--- src/rtl/audio_frame_serializer.sv ---
// Audio frame serializer: derives bit clock, word select and frame request from clk,
// and shifts one captured mono word out MSB-first, left-justified on both channels.
module audio_frame_serializer #(
    parameter int BCLK_HALF = 8,
    parameter int sim       = 0
) (
    input  logic        clk,
    input  logic        reset,
    input  logic [15:0] sample,
    input  logic        play,
    output logic        new_frame,
    output logic        sclk,
    output logic        lrclk,
    output logic        sdata
);

    localparam int H     = (sim != 0) ? 2 : BCLK_HALF;
    localparam int DIV_W = (H > 1) ? $clog2(H) : 1;
    localparam logic [DIV_W-1:0] DIV_LAST = DIV_W'(H - 1);

    logic [DIV_W-1:0]    r_div_cnt;
    logic                r_sclk;
    logic [4:0]          r_bit_cnt;
    logic                r_lrclk;
    logic                r_sdata;
    logic                r_new_frame;
    logic signed [15:0]  r_hold;
    logic signed [15:0]  r_tx_word;

    logic                w_tick;
    logic                w_fall;
    logic [4:0]          w_nb;

    function automatic logic signed [15:0] capture_word(input logic signed [15:0] s,
                                                        input logic p);
        capture_word = p ? s : 16'sh0000;
    endfunction

    assign w_tick = (r_div_cnt == DIV_LAST);
    assign w_fall = w_tick && r_sclk;
    assign w_nb   = r_bit_cnt + 5'd1;

    // Bit-clock divider
    always_ff @(posedge clk) begin
        if (!reset) begin
            r_div_cnt <= '0;
            r_sclk    <= 1'b0;
        end else begin
            r_div_cnt <= w_tick ? '0 : r_div_cnt + 1'b1;
            if (w_tick) begin
                r_sclk <= ~r_sclk;
            end
        end
    end

    // Frame sequencing: every output advances only on sclk falling events
    always_ff @(posedge clk) begin
        if (!reset) begin
            r_bit_cnt   <= 5'd31;
            r_lrclk     <= 1'b1;
            r_sdata     <= 1'b0;
            r_new_frame <= 1'b0;
            r_hold      <= '0;
            r_tx_word   <= '0;
        end else if (w_fall) begin
            r_bit_cnt   <= w_nb;
            r_lrclk     <= w_nb[4];
            r_new_frame <= (w_nb[4:3] == 2'b00);
            if (w_nb == 5'd0) begin
                r_tx_word <= r_hold;
                r_sdata   <= r_hold[15];
            end else begin
                // 15 - nb[3:0] is the bitwise complement of a 4-bit value
                r_sdata   <= r_tx_word[~w_nb[3:0]];
            end
            if (w_nb == 5'd24) begin
                r_hold <= capture_word($signed(sample), play);
            end
        end
    end

    assign sclk      = r_sclk;
    assign lrclk     = r_lrclk;
    assign sdata     = r_sdata;
    assign new_frame = r_new_frame;

endmodule

--- config.mk ---
export PLATFORM = sky130hd
export DESIGN_NAME = audio_frame_serializer
export DESIGN_NICKNAME = d
export VERILOG_FILES = /design/src/rtl/audio_frame_serializer.sv
export SDC_FILE = /design/constraint.sdc
export NUM_CORES = 1
export LEC_CHECK = 0
export CORE_MARGIN = 5
export CORE_UTILIZATION = 50
export CTS_CLUSTER_SIZE = 14
export DETAILED_ROUTE_END_ITERATION = 16
export GPL_ROUTABILITY_DRIVEN = 0
export PLACE_DENSITY = 0.72
export SETUP_SLACK_MARGIN = 0.15
export SLEW_MARGIN = 10
export SYNTH_ARGS = -nofsm -noshare
export SYNTH_HDL_FRONTEND = slang
export SYNTH_SLANG_ARGS = --single-unit
--- constraint.sdc ---
create_clock -name clk -period 4.3 [get_ports clk]
set_clock_uncertainty 0.05 [all_clocks]
set_input_delay 0.645 -clock clk [delete_from_list [all_inputs] [get_ports clk]]
set_output_delay 0.645 -clock clk [all_outputs]
set_load 0.005 [all_outputs]
== After elaboration in Yosys (flattened, before gate mapping) ==
Cells that the tools add are included.
Word-level totals
  word-level logic and storage cells: 26
  bits of input ports: 19
  output and inout port bits: 4
  bits in registers: 44
Operators by class
  add/sub/neg operators: 2
  reductions and logical operators: 6
  bitwise operators: 3
  equal/unequal tests: 2
  mux-type cells: 4
  order comparisons: 1
Operators with widths (number)
  $mux W16: 1
  $add A5 B1 Y5 const B: 1
  $eq A5 B5 Y1 const B: 1
  $logic_not A5 Y1: 1
  $lt A4 B5 Y1 const B: 1
  $bmux W1 S4: 1
  $not A4 Y4: 1
  $reduce_and A2 Y1: 2
  $add A3 B1 Y3 const B: 1
  $eq A3 B3 Y1 const B: 1
  $logic_not A2 Y1: 1
  $mux W1: 2
  $not A1 Y1: 2
  $reduce_or A2 Y1: 1
  $logic_and A1 B1 Y1: 1

== Depth between registers and ports, before layout ==
  word-level depth: 5
  depth in mapped cells: 9
  mapped depth without buffers: 7

== Least setup slack after synthesis ==
Ideal clock, no wire load.
  path type: register to register
  start point: reg r_bit_cnt[1]
  end point: reg r_hold[10]
  buffers on the path: 2
  cell stages (with the launch flop): 8
  setup slack: 2.115 ns
  library setup time: 0.072 ns
  arrival: 2.064 ns
  period minus slack after synthesis: 2.185 ns
  data required time: 4.178 ns
  cells stage by stage: dfxtp_1 ha_1 clkbuf_1 xnor2_1 nand3_1 a21oi_2 buf_2 mux2i_1
Between the ends
  longest elaborated chain between the ends: 3
RTL lines
  start, declared: RTL line 23  | logic [4:0] r_bit_cnt;
  start signal, assigned: RTL line 66  | r_bit_cnt <= w_nb;
  $add A5 B1 Y5: RTL line 41  | assign w_nb = r_bit_cnt + 5'd1;
  $eq A5 B5 Y1: RTL line 76  | if (w_nb == 5'd24) begin
  $reduce_and A2 Y1 (no line)
  end signal, assigned: RTL line 77  | r_hold <= capture_word($signed(sample), play);
  end, declared: RTL line 27  | logic signed [15:0] r_hold;
No other way between the ends.
A chain may end at the register's enable or synchronous reset.

== Worst setup path after layout ==
  start point: reg r_bit_cnt[0]
  end point: reg r_hold[14]
The elaborated chain is that of the path after synthesis.

==> reports/qor.csv <==
stage;metric;value;unit
power;Psw;0.141;mW
power;Reg power frac;56.7;%
global_route;GR Util met1;17.3;%
clock_network;clock sink total;43;
final_layout;# nets final;231;
yosys;Synth top cells by count;43 x dfxtp_1, 32 x mux2i_1, 27 x nand2_1;
sta;Slew HR;19.9;%
clock_network;Skew-Pair Late Insertion Delay;280;ps
route;drt wl/cell;13.9;um
floorplan;Core Area;0.00374;mm^2
global_route;initial antenna violation count;0;
route;drt initial violations;97;
power;pwr dens;310;mW/mm^2
sta;Hold Vio Cnt, Final;0;
route;drt pass-1 iters;4;
clock_network;Clock Path Buffers;2;
clock_network;CTS HTree Levels;2;
yosys;Mapped Cells;193;
floorplan;row count;22;
floorplan;# IOs;23;
final_layout;design area;0.00228;mm^2
setup_path;R2R depth;5;
yosys;Mapped Avg Cell Area;10.3;um^2
setup_path;Critical Path Source Type;flip-flop;
global_route;first-pass GRT wire length;5980;um
place;IO Port Bufs;22;
route;vias per inst;5.46;
final_layout;Area Overhead vs Synth;15.4;%
yosys;share of the synthesized area in the top cell type;43.5;%
final_layout;fraction of layout cells with a size suffix above 1;9.09;%
yosys;Seq cells post-synth;43;
sta;Worst Hold Margin;377;ps
setup_path;crit end category;flip-flop;
final_layout;Finished Core Util;61.0;%
place;DP Area;0.00219;mm^2
sta;fmax;359;MHz
sta;TNS Setup;0;ps
final_layout;antenna cells;0;
setup_path;FF-to-FF setup slack;1510;ps
clock_network;hold buffers post-CTS;0;
setup_path;CP Data Arrival Time;2940;ps
setup_path;critical path cell sequence;ha_1, xnor2_1, nand3_1, a21oi_2, mux2i_1;
route;DRC violations left;0;
sta;Max Slew Vio Count;0;
setup_path;Buf+Inv Stages, Crit Path;0;
sta;minimum clock period;2790;ps
clock_network;Worst-path clk slew;80;ps
global_route;global route hottest layer;met2;
sta;Finish-stage setup viols;0;
global_route;GR Util met3;3.72;%
floorplan;die width;72.9;um
setup_path;biggest cell delay along the critical path;920;ps
outcome;status;finished clean;
clock_network;TritonCTS clock tree;yes;
yosys;top-count cell post-synth;dfxtp_1;
setup_path;FF-to-FF Start;r_bit_cnt[0]$_SDFFE_PN1P_;
setup_path;Critical-path top delay cell;a21oi_2;
min_path;Hold Crit Class;reg -> reg;
floorplan;die area;0.00532;mm^2
clock_network;Post-CTS Setup Bufs;0;
clock_network;post-CTS sizing;0;
power;Final Power;0.708;mW
setup_path;crit path to;r_hold[14]$_SDFFE_PN0P_;
power;Comb pwr share;5.0;%
setup_path;CP required;4460;ps
route;via count;1404;
yosys;Main synth FF type;dfxtp_1;
setup_path;Top Family by Delay on Critical Path;compound AO/OA/AOI/OAI gates;
yosys;Post-synth ARST share;0;%
route;routed wire length;3580;um
global_route;vias in the first global route;1337;
sta;RSZ-0062 raised after global routing;false;
setup_path;crit path from;r_bit_cnt[0]$_SDFFE_PN1P_;
setup_path;Worst R2R End;r_hold[14]$_SDFFE_PN0P_;
sta;final worst-path cycle share;64.8;%
power;Max rail drop VDD;262;uV
yosys;EDFF count, synth;0;
power;Net Sw Frac;19.8;%
yosys;Synth area leaders;dfxtp_1 43%, mux2i_1 16%, mux4_2 5.7%;
clock_network;Clock Tree Root;clkbuf_8;
floorplan;Die H;72.9;um
yosys;synthesized netlist net count;216;
global_route;largest net degree at the start of global routing;41;
yosys;Yosys Warn Count;0;
global_route;Global Route met2 Usage;24.8;%
job;Max-cap violations;0;
power;Int Power;0.568;mW
sta;worst-margin pin slew;1200;ps
power;Pleak;0.778;nW
floorplan;Initial Utilization;52.9;%
power;clock network power share;38.3;%
global_route;grt total ovfl;0;
setup_path;crit path kind;reg -> reg;
yosys;Synth Cell Area;0.00198;mm^2
global_route;all-layer global routing usage;14.6;%
yosys;Unique masters post-synth;35;
setup_path;CP Max Fanout;16;
yosys;sequential area share after synthesis;43.5;%
route;Post-DRT Antenna Nets;0;
place;detailed placement HPWL;2570;um
setup_path;critical path depth;5;
clock_network;number of buffers created by CTS;5;
yosys;leading area contributor after synthesis;dfxtp_1;
==> area by class of cell <==
cell class / count / area (um^2)
clock buffer: 8 / 100
fill: 334 / 1460
multi-input combinational: 135 / 1040
sequential: 43 / 861
tap: 48 / 60.1
timing repair buffer: 23 / 223
==> registers in the layout, summed over array words and instances (netlist names) <==
name / count
new_frame: 1
r_bit_cnt: 5
r_div_cnt: 3
r_hold: 16
r_tx_word: 16
sclk: 1
sdata: 1
==> power by group through the flow <==
stage | Sequential, mW | Clock (mW) | Combinational [mW]
after global placement | 0.411 | 0 | 0.0344
after detailed placement | 0.411 | 0 | 0.0365
after CTS | 0.401 | 0.281 | 0.0364
after global routing | 0.402 | 0.299 | 0.0384
final | 0.401 | 0.271 | 0.0353
after floorplan | 0.410 | 0 | 0.0165
==> worst min path at each step <==
stage | depth (start not counted) | startpoint | endpoint
after detailed placement | 1 | r_div_cnt[0]$_SDFF_PP0_ | r_div_cnt[0]$_SDFF_PP0_
after CTS | 1 | r_div_cnt[0]$_SDFF_PP0_ | r_div_cnt[0]$_SDFF_PP0_
after floorplan | 1 | r_div_cnt[0]$_SDFF_PP0_ | r_div_cnt[0]$_SDFF_PP0_
final | 1 | r_div_cnt[0]$_SDFF_PP0_ | r_div_cnt[0]$_SDFF_PP0_
after global routing | 1 | r_div_cnt[0]$_SDFF_PP0_ | r_div_cnt[0]$_SDFF_PP0_
after global placement | 1 | r_div_cnt[0]$_SDFF_PP0_ | r_div_cnt[0]$_SDFF_PP0_
==> cells in the final DEF (no fill, tap or decap), types with 2 or more instances in the layout <==
cell type	netlist	routed
dfxtp_1	43	43
xnor2_1	3	3
clkbuf_8	0	7
nand2_1	27	27
nand3_1	21	21
xor2_1	3	3
mux2i_1	32	32
nor2b_1	16	16
ha_1	4	4
nor2_1	2	2
clkdlybuf4s50_1	0	21
and3b_1	2	2
and2_1	2	2
mux4_2	5	5
==> worst register-to-register path: stages, from the launching register on <==
cell	delay, ps
dfxtp_1	630
ha_1	400
xnor2_1	210
nand3_1	230
a21oi_2	920
mux2i_1	280
==> metal layers <==
metal / part of all wire, % / vias up
met5: 0 / -
met2: 51 / 23
met4: 0.67 / 0
met1: 45 / 675
met3: 3.5 / 4
li1: - / 702
==> logic make-up (layout without fill, tap and decap cells) <==
group | after synthesis | in the layout | share of synthesized area, %
and+or+nand+nor | 78 | 78 | 21.1
buffers and inverters | 15 | 31 | 3.98
DFF | 43 | 43 | 43.5
AOI/OAI and AO/OA | 10 | 10 | 4.42
adders and majority gates | 4 | 4 | 2.53
muxes | 37 | 37 | 21.9
xor gates and xnor gates | 6 | 6 | 2.66
==> stage by stage <==
stage / std cells / setup slack [ps]
after floorplan: 193 / 2110
after global placement: 249 / 1610
after detailed placement: 249 / 1510
after CTS: 257 / 1480
after global routing: 257 / 1270
final: 257 / 1510
Power figures use the tool's default switching activity.
